**src/rtl/uart_rx_fifo_if.sv**
```systemverilog
// uart_rx_fifo bus: receiver byte input, consumer read port and status.
// master drives the receiver/consumer side, slave is the FIFO.
interface uart_rx_fifo_if #(
  parameter int DEPTH_LOG2 = 4
);
  logic                  uart_rec;
  logic [7:0]            uart_data_in;
  logic                  rd_req;
  logic                  overflow_clr;
  logic [7:0]            rd_data;
  logic                  rd_valid;
  logic                  empty;
  logic                  full;
  logic [DEPTH_LOG2:0]   count;
  logic                  overflow;
  logic                  idle_timeout;

  modport master (
    output uart_rec, uart_data_in, rd_req, overflow_clr,
    input  rd_data, rd_valid, empty, full, count,
    input  overflow, idle_timeout
  );

  modport slave (
    input  uart_rec, uart_data_in, rd_req, overflow_clr,
    output rd_data, rd_valid, empty, full, count,
    output overflow, idle_timeout
  );
endinterface

```
**src/rtl/uart_rx_fifo.sv**
```systemverilog
// UART receive FIFO: edge-detected write, 1-cycle read, sticky overflow.
// Optional idle-line timeout pulse under UART_RX_FIFO_TIMEOUT_EN.
module uart_rx_fifo #(
  parameter int DEPTH_LOG2  = 4,
  parameter int TIMEOUT_CYC = 1040
) (
  input logic           sys_clk,
  input logic           sys_rst_n,
  uart_rx_fifo_if.slave bus
);
  localparam int DEPTH = 1 << DEPTH_LOG2;
  localparam logic [DEPTH_LOG2:0] FULL_CNT =
    (DEPTH_LOG2+1)'(DEPTH);

  if (TIMEOUT_CYC < 1 || TIMEOUT_CYC > 65535) begin : g_bad_to
    $error("TIMEOUT_CYC out of range");
  end

  logic [7:0]            mem [DEPTH];
  logic                  rec_d;
  logic [DEPTH_LOG2-1:0] wptr;
  logic [DEPTH_LOG2-1:0] rptr;
  logic [DEPTH_LOG2:0]   cnt;
  logic [DEPTH_LOG2:0]   cnt_nxt;
  logic [7:0]            rd_data_q;
  logic                  rd_valid_q;
  logic                  empty_q;
  logic                  full_q;
  logic                  ovf_q;
  logic                  wr;
  logic                  wr_acc;
  logic                  rd_acc;
  logic                  drop;

  assign wr     = bus.uart_rec & ~rec_d;
  assign rd_acc = bus.rd_req & ~empty_q;
  assign wr_acc = wr & (~full_q | rd_acc);
  assign drop   = wr & ~wr_acc;

  always_comb begin
    cnt_nxt = cnt;
    unique case (1'b1)
      wr_acc & ~rd_acc: cnt_nxt = cnt + 1'b1;
      ~wr_acc & rd_acc: cnt_nxt = cnt - 1'b1;
      default:          cnt_nxt = cnt;
    endcase
  end

  // Storage has no reset; contents are don't-care until written.
  always_ff @(posedge sys_clk) begin
    if (wr_acc)
      mem[wptr] <= bus.uart_data_in;
  end

  always_ff @(posedge sys_clk or negedge sys_rst_n) begin
    if (!sys_rst_n) begin
      rec_d      <= 1'b0;
      wptr       <= '0;
      rptr       <= '0;
      cnt        <= '0;
      empty_q    <= 1'b1;
      full_q     <= 1'b0;
      rd_data_q  <= 8'h00;
      rd_valid_q <= 1'b0;
      ovf_q      <= 1'b0;
    end else begin
      rec_d      <= bus.uart_rec;
      cnt        <= cnt_nxt;
      empty_q    <= (cnt_nxt == '0);
      full_q     <= (cnt_nxt == FULL_CNT);
      rd_valid_q <= rd_acc;
      if (wr_acc)
        wptr <= wptr + 1'b1;
      if (rd_acc) begin
        rd_data_q <= mem[rptr];
        rptr      <= rptr + 1'b1;
      end
      if (drop)
        ovf_q <= 1'b1;
      else if (bus.overflow_clr)
        ovf_q <= 1'b0;
    end
  end

  assign bus.rd_data  = rd_data_q;
  assign bus.rd_valid = rd_valid_q;
  assign bus.empty    = empty_q;
  assign bus.full     = full_q;
  assign bus.count    = cnt;
  assign bus.overflow = ovf_q;

`ifdef UART_RX_FIFO_TIMEOUT_EN
  localparam logic [15:0] TO_LIM = 16'(TIMEOUT_CYC);

  logic [15:0] to_cnt;
  logic        to_q;

  // Saturates at the limit so the pulse fires once per idle period.
  always_ff @(posedge sys_clk or negedge sys_rst_n) begin
    if (!sys_rst_n) begin
      to_cnt <= '0;
      to_q   <= 1'b0;
    end else if (wr_acc || empty_q) begin
      to_cnt <= '0;
      to_q   <= 1'b0;
    end else if (to_cnt != TO_LIM) begin
      to_cnt <= to_cnt + 1'b1;
      to_q   <= (to_cnt == TO_LIM - 1'b1);
    end else begin
      to_q   <= 1'b0;
    end
  end

  assign bus.idle_timeout = to_q;
`else
  assign bus.idle_timeout = 1'b0;
`endif

endmodule

```
**src/flat_wrapper.sv**
```systemverilog
// flat-port wrapper written by rule: the top's interface ports become plain ports
module uart_rx_fifo_flat 
#(
  parameter int DEPTH_LOG2  = 4,
  parameter int TIMEOUT_CYC = 1040
)
  (sys_clk, sys_rst_n, bus_uart_rec, bus_uart_data_in, bus_rd_req, bus_overflow_clr, bus_rd_data, bus_rd_valid, bus_empty, bus_full, bus_count, bus_overflow, bus_idle_timeout);
  uart_rx_fifo_if #(.DEPTH_LOG2(DEPTH_LOG2)) bus_i ();
  input logic sys_clk;
  input logic sys_rst_n;
  input wire logic [$bits(bus_i.uart_rec)-1:0] bus_uart_rec;
  input wire logic [$bits(bus_i.uart_data_in)-1:0] bus_uart_data_in;
  input wire logic [$bits(bus_i.rd_req)-1:0] bus_rd_req;
  input wire logic [$bits(bus_i.overflow_clr)-1:0] bus_overflow_clr;
  output wire logic [$bits(bus_i.rd_data)-1:0] bus_rd_data;
  output wire logic [$bits(bus_i.rd_valid)-1:0] bus_rd_valid;
  output wire logic [$bits(bus_i.empty)-1:0] bus_empty;
  output wire logic [$bits(bus_i.full)-1:0] bus_full;
  output wire logic [$bits(bus_i.count)-1:0] bus_count;
  output wire logic [$bits(bus_i.overflow)-1:0] bus_overflow;
  output wire logic [$bits(bus_i.idle_timeout)-1:0] bus_idle_timeout;
  assign bus_i.uart_rec = bus_uart_rec;
  assign bus_i.uart_data_in = bus_uart_data_in;
  assign bus_i.rd_req = bus_rd_req;
  assign bus_i.overflow_clr = bus_overflow_clr;
  assign bus_rd_data = bus_i.rd_data;
  assign bus_rd_valid = bus_i.rd_valid;
  assign bus_empty = bus_i.empty;
  assign bus_full = bus_i.full;
  assign bus_count = bus_i.count;
  assign bus_overflow = bus_i.overflow;
  assign bus_idle_timeout = bus_i.idle_timeout;
  uart_rx_fifo #(.DEPTH_LOG2(DEPTH_LOG2), .TIMEOUT_CYC(TIMEOUT_CYC)) u_core (.sys_clk(sys_clk), .sys_rst_n(sys_rst_n), .bus(bus_i));
endmodule
```
**config.mk**
```make
export PLATFORM = sky130hd
export DESIGN_NAME = uart_rx_fifo_flat
export DESIGN_NICKNAME = d
export VERILOG_FILES = /design/src/rtl/uart_rx_fifo_if.sv /design/src/rtl/uart_rx_fifo.sv /design/src/flat_wrapper.sv
export SDC_FILE = /design/constraint.sdc
export NUM_CORES = 1
export LEC_CHECK = 0
export CAP_MARGIN = 20
export CORE_MARGIN = 2
export CORE_UTILIZATION = 25
export DETAILED_ROUTE_END_ITERATION = 12
export PLACE_DENSITY = 0.44
export SLEW_MARGIN = 20
export SYNTH_ARGS = -nofsm -noshare
export SYNTH_HDL_FRONTEND = slang
export SYNTH_SLANG_ARGS = --single-unit
```
**constraint.sdc**
```tcl
create_clock -name sys_clk -period 3.8 [get_ports sys_clk]
set_input_delay 0.38 -clock sys_clk [delete_from_list [all_inputs] [get_ports sys_clk]]
set_output_delay 0.38 -clock sys_clk [all_outputs]
set_load 0.01 [all_outputs]
```
==> results.md, run 1 <==
- Setup ws final: 0.987 ns
- Share of cells above drive strength 1: 17.5%
- Post-synth top area share: 61.4%
- RSZ-0062 raised after global routing: false
- Ys async rst share: 16.9%
- Yosys warnings: 0
- Cts hold-fix bufs: 0
- Peak supply drop: approximately 0.28 mV
- Clk pwr share: around 30%
- Final Hold Vio Count: 0
- Core area: 24500 µm²
- Mapped Area: 6260 µm²
- Initial Utilization: 25.6%
- Routed Antenna Nets: 0
- Die width: 162 µm
- Post_cts resized: 0
- Top Ports: 31
- CP Data Arrival Time: 3.14 ns
- Max Slew Vio Count: 0
- Num CTS Buffers: 17
- Biggest area consumer among synthesized cells: edfxtp_1
- Switch share: 29.2%
- Fin nets: 391
- Critical path cell sequence: nand2b_1 > a21oi_1 > buf_4 > inv_1 > ha_1 > xor2_1 > ha_1 > o21ai_0 > a221oi_1 > o211ai_1 > xnor2_1 > nor3b_1
- Clock Sinks: 154
- CP max stage delay: between 0.5 and 0.6 ns
- Critical Path RT: 4.13 ns
- Die Footprint: 26300 µm²
- Top post-synthesis cells by area: edfxtp_1 61%, dfrtp_1 10%, mux4_1 7.1%
- Peak Freq: 0.356 GHz
- DP Worst Slack: 0.696 ns
- Worst rel slew slack: a little over a quarter
- Combinational fraction of design power: 25.2%
- Vias: approximately 3100
- Synth Register Bits: 154
- Leakage: 2.52 nW
- Setup crit end kind: register
- Top cells by count, synth: 128 x edfxtp_1, 25 x dfrtp_1, 17 x mux4_1
- Residual DRC count: 0
- Setup-failing EPs final: 0
- First-pass GRT wire length: slightly above 20000 µm
- Final wirelength: 13000 µm
- Die Y: 162 µm
- Synthesis-to-layout area growth: 20.1%
- Crit Path Max Fanout: 9
- Clk root buf: clkbuf_16
- Actual slew at the worst max-slew pin: 1.09 ns
- Final Cycle Share: 74.0%
- # fillers: 2381
- Status: finished, final reports clean
- Diode count: 0
- Largest net degree at the start of global routing: 36
- Synthesized area per cell: 19.0 µm²
- Maximum clock path buffer count: 2
- Syn Inst Count: between 300 and 400
- All-Layer GR Usage: 10.6%
- Initial antenna violation count: 0
- Placed Cells: 675
- Post-DP HPWL: 8340 µm
- Drt first pass iters: 4
- Post-CTS Setup Bufs: 0
- Vias per cell: approximately 4.4
- Syn nets: ~350
- Crit path buf inv count: 2
- Min-delay worst type: in -> async
- CP dominant cell by count: ha_1
- Distinct cells, synth: between 40 and 50
- Non-Filler Instances: 707
- CTS tree: built
- Min Tclk post-route: 2.81 ns
- PwrDens: just over 700 nW/µm²
- Setup_tns: 0 ns
- Initial drt markers: 193
- Psw: ~0.0016 W
- Skew-Pair Late Insertion Delay: 0.42 ns
- Count leader, synth: edfxtp_1
- Reg clk slew, reported paths: 0.06 ns
- Critical path type: reg -> reg
- EDFF count, synth: 128
- Top Family by Delay on Critical Path: compound AO/OA/AOI/OAI gates
- Rows: between 50 and 60
- Drt wl/cell: 18.4 µm
- FF-to-FF setup slack: 0.99 ns
- Vias in the first global route: 3306
- Max Clock Skew: 0.00941 ns
- Startpoint types: register
- Final hold slack: roughly 0.34 ns
- Max cap viols: 0
- Port Buffer Count: 29
- Dominant synthesized flop cell: edfxtp_1
- Critical path's slowest cell: dfstp_2
- Cell internal pwr: 0.00383 W
- Sequential fraction of the synthesis area: 71.8%
- H-tree depth: 4
- Reg power frac: 43.9%
- Gpl congestion: roughly 0.74
- Total gr overflow: 0
[power by group through the flow]
stage          registers, W  logic (W)  clock network (W)
2_1_floorplan       0.00217    0.00112                  0
3_3_place_gp        0.00241    0.00137                  0
5_1_grt             0.00242    0.00150            0.00178
4_1_cts             0.00239    0.00139            0.00171
6_report            0.00238    0.00137            0.00167
3_5_place_dp        0.00243    0.00138                  0
[state kept, by name (all words and copies together), names as in the netlist]
signal	flops
u_core.wptr	4
u_core.bus.rd_data	8
u_core.bus.empty	1
u_core.bus.full	1
u_core.bus.rd_valid	1
u_core.mem	128
u_core.rptr	4
u_core.rec_d	1
u_core.bus.overflow	1
u_core.bus.count	5
[final timing paths]
kind	startpoint	end	depth (start not counted)
worst max-delay path	u_core.bus.empty	u_core.bus.full	12
worst min-delay path	sys_rst_n	u_core.bus.count[2]	2
worst max register to register	u_core.bus.empty	u_core.bus.full	12
worst min register to register	u_core.bus.count[4]	u_core.bus.count[4]	1
max in group asynchronous	sys_rst_n	u_core.bus.empty	2
min in group sys_clk	bus_uart_rec	u_core.rec_d	1
[routing by layer]
| layer | global-route usage, % | up-vias | wire (µm) |
|---|---|---|---|
| met1 | 14.3 | 1625 | 6360 |
| met5 | 0 | - | 0 |
| met2 | 16.7 | 54 | 6060 |
| met4 | 3.02 | 0 | 149 |
| li1 | - | 1406 | - |
| met3 | 2.94 | 13 | 412 |
[cell type report]
type                    instances  area (µm²)  share of cell area, %
well taps                     324         405                   5.39
multi-input cells             150        1630                   21.6
inverters                       5        18.8                  0.250
clock buffers                  18         429                   5.71
clock inverters                14         154                   2.05
repair buffers                 42         388                   5.16
flip-flops and latches        154        4500                   59.8
[metrics by stage]
stage | area (µm²) | total power, W | util, %
2_1_floorplan | 6260 | 0.00329 | -
3_3_place_gp | 6940 | 0.00378 | 28.4
3_5_place_dp | 6940 | 0.00381 | 28.4
4_1_cts | 7520 | 0.00549 | 30.7
5_1_grt | 7520 | 0.00570 | 30.7
6_report | 7520 | 0.00541 | 30.7
[cell usage in the layout, fill, tap and decap left out, drive strengths merged, types with 2 or more instances in the layout]
cell | Yosys | final
edfxtp | 128 | 128
bufinv | 0 | 3
xor2 | 2 | 2
ha | 8 | 8
nor2 | 15 | 15
clkdlybuf4s50 | 0 | 29
o21ai | 3 | 3
nor3 | 14 | 14
nand2b | 5 | 5
inv | 5 | 6
nand4 | 2 | 2
a21oi | 3 | 3
and2 | 2 | 2
nor3b | 2 | 2
mux2i | 8 | 8
mux2 | 9 | 9
mux4 | 32 | 32
dfrtp | 25 | 25
nand2 | 13 | 13
buf | 12 | 13
a221o | 8 | 8
clkinv | 0 | 9
nor2b | 3 | 3
xnor2 | 9 | 9
clkbuf | 9 | 18
[worst register-to-register path, stage by stage (launching register included)]
cell and delay [ns]:
dfstp_2 0.52, nand2b_1 0.13, a21oi_1 0.08, buf_4 0.17, inv_1 0.08, ha_1 0.33, xor2_1 0.18, ha_1 0.23
o21ai_0 0.10, a221oi_1 0.28, o211ai_1 0.16, xnor2_1 0.25, nor3b_1 0.22
[cells by family (layout without fill, tap and decap cells)]
family                   after synthesis  in the layout  share of synthesized area (%)
AO/OA/AOI/OAI                         22             22                           2.76
AND/OR/NAND/NOR                       59             59                           4.62
buffers and inverters                 26             79                           2.22
flip-flops                           154            154                           71.8
adder cells (fa/ha/maj)                8              8                           1.60
multiplexers                          49             49                           15.4
other                                  1              1                         0.0599
XOR/XNOR                              11             11                           1.54
No activity file was read; power rests on OpenSTA's default activity.
==> inputs of run 2 (changes only) <==
==> constraint.sdc (replaced) <==
create_clock -name sys_clk -period 2.7 [get_ports sys_clk]
set_input_delay 0.27 -clock sys_clk [delete_from_list [all_inputs] [get_ports sys_clk]]
set_output_delay 0.27 -clock sys_clk [all_outputs]
set_load 0.01 [all_outputs]
==> run 2 against run 1 <==
  * Non-clock buffer count up 15
  * Hold slack worse by 0.095 ns
  * Count of clock-buffer cells in the layout unchanged
  * First-iteration DRC count down 9.8%
  * Global-route usage up 0.11 points
  * Sequential share of layout area down 1.6 points
==> results.md, run 2 (synthesis gave the netlist of run 1 again) <==
- Die Footprint: 26300 µm² (unchanged)
- Rows: 57 (unchanged)
- First-pass GRT wire length: 20200 µm (was 20300 µm)
- Final Cycle Share: 91.3% (was 74.0%)
- Setup-failing EPs final: 0 (unchanged)
- Worst rel slew slack: 58.5% (was 27.5%)
- Setup crit end kind: register (unchanged)
- Most common cell after layout, fill and taps aside: edfxtp_1 (unchanged)
- Startpoint types: register (unchanged)
- Min Tclk post-route: 2.47 ns (was 2.81 ns)
- Critical Path RT: 3.04 ns (was 4.13 ns)
- Largest Register: u_core.mem (unchanged)
- Max cap viols: 0 (unchanged)
- PwrDens: 1010 nW/µm² (was 720 nW/µm²)
- Min-delay worst type: in -> async (unchanged)
- Actual slew at the worst max-slew pin: 0.620 ns (was 1.09 ns)
- Gpl congestion: 0.687 (was 0.743)
- Initial antenna violation count: 0 (unchanged)
- Total gr overflow: 0 (unchanged)
- Final wirelength: 13200 µm (was 13000 µm)
- Drt wl/cell: 18.3 µm (was 18.4 µm)
- H-tree depth: 4 (unchanged)
- Max Slew Vio Count: 0 (unchanged)
- Num CTS Buffers: 17 (unchanged)
- Core area: 24500 µm² (unchanged)
- Initial drt markers: 174 (was 193)
- Largest net degree at the start of global routing: 30 (was 36)
- Residual DRC count: 0 (unchanged)
- Share of cells above drive strength 1: 22.1% (was 17.5%)
- Top Ports: 31 (unchanged)
- Status: finished, final reports clean (unchanged)
- Placed Cells: 690 (was 675)
- Leakage: 2.63 nW (was 2.52 nW)
- RSZ-0062 raised after global routing: false (unchanged)
- Vias per cell: 4.34 (was 4.38)
- Diode count: 0 (unchanged)
- Maximum clock path buffer count: 2 (unchanged)
- Die Y: 162 µm (unchanged)
- Vias in the first global route: 3259 (was 3306)
- Clock Sinks: 154 (unchanged)
- Initial Utilization: 25.6% (unchanged)
- Max reg flops: 128 (unchanged)
- Peak supply drop: 0.469 mV (was 0.282 mV)
- Synthesis-to-layout area growth: 23.3% (was 20.1%)
- Final Hold Vio Count: 0 (unchanged)
- Peak Freq: 0.406 GHz (was 0.356 GHz)
- CP Data Arrival Time: 2.80 ns (was 3.14 ns)
- Critical path type: reg -> reg (unchanged)
- Clk root buf: clkbuf_16 (unchanged)
- Most frequent cells in the layout: 128 x edfxtp_1, 29 x clkdlybuf4s50_1, 24 x buf_4, 24 x dfrtp_1 (was 128 x edfxtp_1, 29 x clkdlybuf4s50_1, 23 x dfrtp_1)
- Post-CTS Setup Bufs: 0 (unchanged)
- Max Clock Skew: 0.0119 ns (was 0.00941 ns)
- Die width: 162 µm (unchanged)
- CTS tree: built (unchanged)
- Port Buffer Count: 29 (unchanged)
- Drt first pass iters: 4 (unchanged)
- All-Layer GR Usage: 10.7% (was 10.6%)
- Reg clk slew, reported paths: 0.06 ns (about the same)
- DP Worst Slack: -0.0615 ns (was 0.696 ns)
- Non-Filler Instances: 722 (was 707)
- Cts hold-fix bufs: 0 (unchanged)
- Fin nets: 406 (was 391)
- Routed Antenna Nets: 0 (unchanged)
- Vias: 3133 (was 3098)
- Skew-Pair Late Insertion Delay: 0.42 ns (about the same)
- Post-DP HPWL: 8410 µm (was 8340 µm)
- Setup ws final: 0.234 ns (was 0.987 ns)
- Crit Path Max Fanout: 4 (was 9)
==> run 2: final timing paths <==
kind,from,end,slack [ns],cells after the start
max,u_core.bus.empty,u_core.bus.full,0.23,11
min,sys_rst_n,u_core.bus.count[0],0.25,2
max reg2reg,u_core.bus.empty,u_core.bus.full,0.23,11
min reg2reg,u_core.bus.rd_data[0],u_core.bus.rd_data[0],0.52,1
max in group asynchronous,sys_rst_n,u_core.bus.empty,2.14,2
min in group sys_clk,bus_uart_rec,u_core.rec_d,0.35,1
==> run 2: worst max-delay path, cell delays in order, from the launching register on <==
cell      delay (ns)
dfstp_2         0.53
nand2b_4        0.13
buf_4           0.11
inv_1           0.04
ha_1            0.22
xor2_1          0.17
ha_2            0.23
o21ai_0         0.08
a221oi_1        0.28
o211ai_1        0.16
xnor2_1         0.26
nor3b_2         0.20
==> run 2: timing repair <==
action | CTS | global route
resized for setup | 0 | 4
endpoints found under the setup margin | 0 | 2
endpoints found under the hold margin | 0 | 0
==> run 2: metal layers <==
| layer | wire, µm | share of wire (%) | GRT usage [%] | vias up |
|---|---|---|---|---|
| li1 | - | - | - | 1433 |
| met1 | 6350 | 48 | 14.4 | 1643 |
| met2 | 6400 | 48 | 17.1 | 51 |
| met3 | 408 | 3.1 | 2.89 | 6 |
| met4 | 76 | 0.57 | 2.65 | 0 |
| met5 | 0 | 0 | 0 | - |
==> run 2: final cells by class <==
cell class	instances	area (µm²)
flip-flops and latches	154	4500
clock inverters	14	170
repair buffers	57	551
fillers	2354	16700
well taps	324	405
inverters	5	18.8
clock buffers	18	429
multi-input cells	150	1650
==> run 2: power breakdown <==
group | switching (W) | total (W) | internal (W)
clock | 0.000951 | 0.00241 | 0.00146
combinational | 0.00102 | 0.00224 | 0.00122
sequential | 0.000313 | 0.00317 | 0.00286
total | 0.00229 | 0.00782 | 0.00553
==> run 2: stage by stage <==
step           area [µm²]  total power [W]  hold slack (ns)  utilization [%]  TNS (ns)
2_1_floorplan        6270          0.00463          -0.0256                -         0
3_3_place_gp         7100          0.00545            0.500             29.0         0
3_5_place_dp         7100          0.00547            0.511             29.0   -0.0635
4_1_cts              7700          0.00789            0.246             31.5         0
5_1_grt              7720          0.00822            0.281             31.6         0
6_report             7720          0.00782            0.249             31.6         0
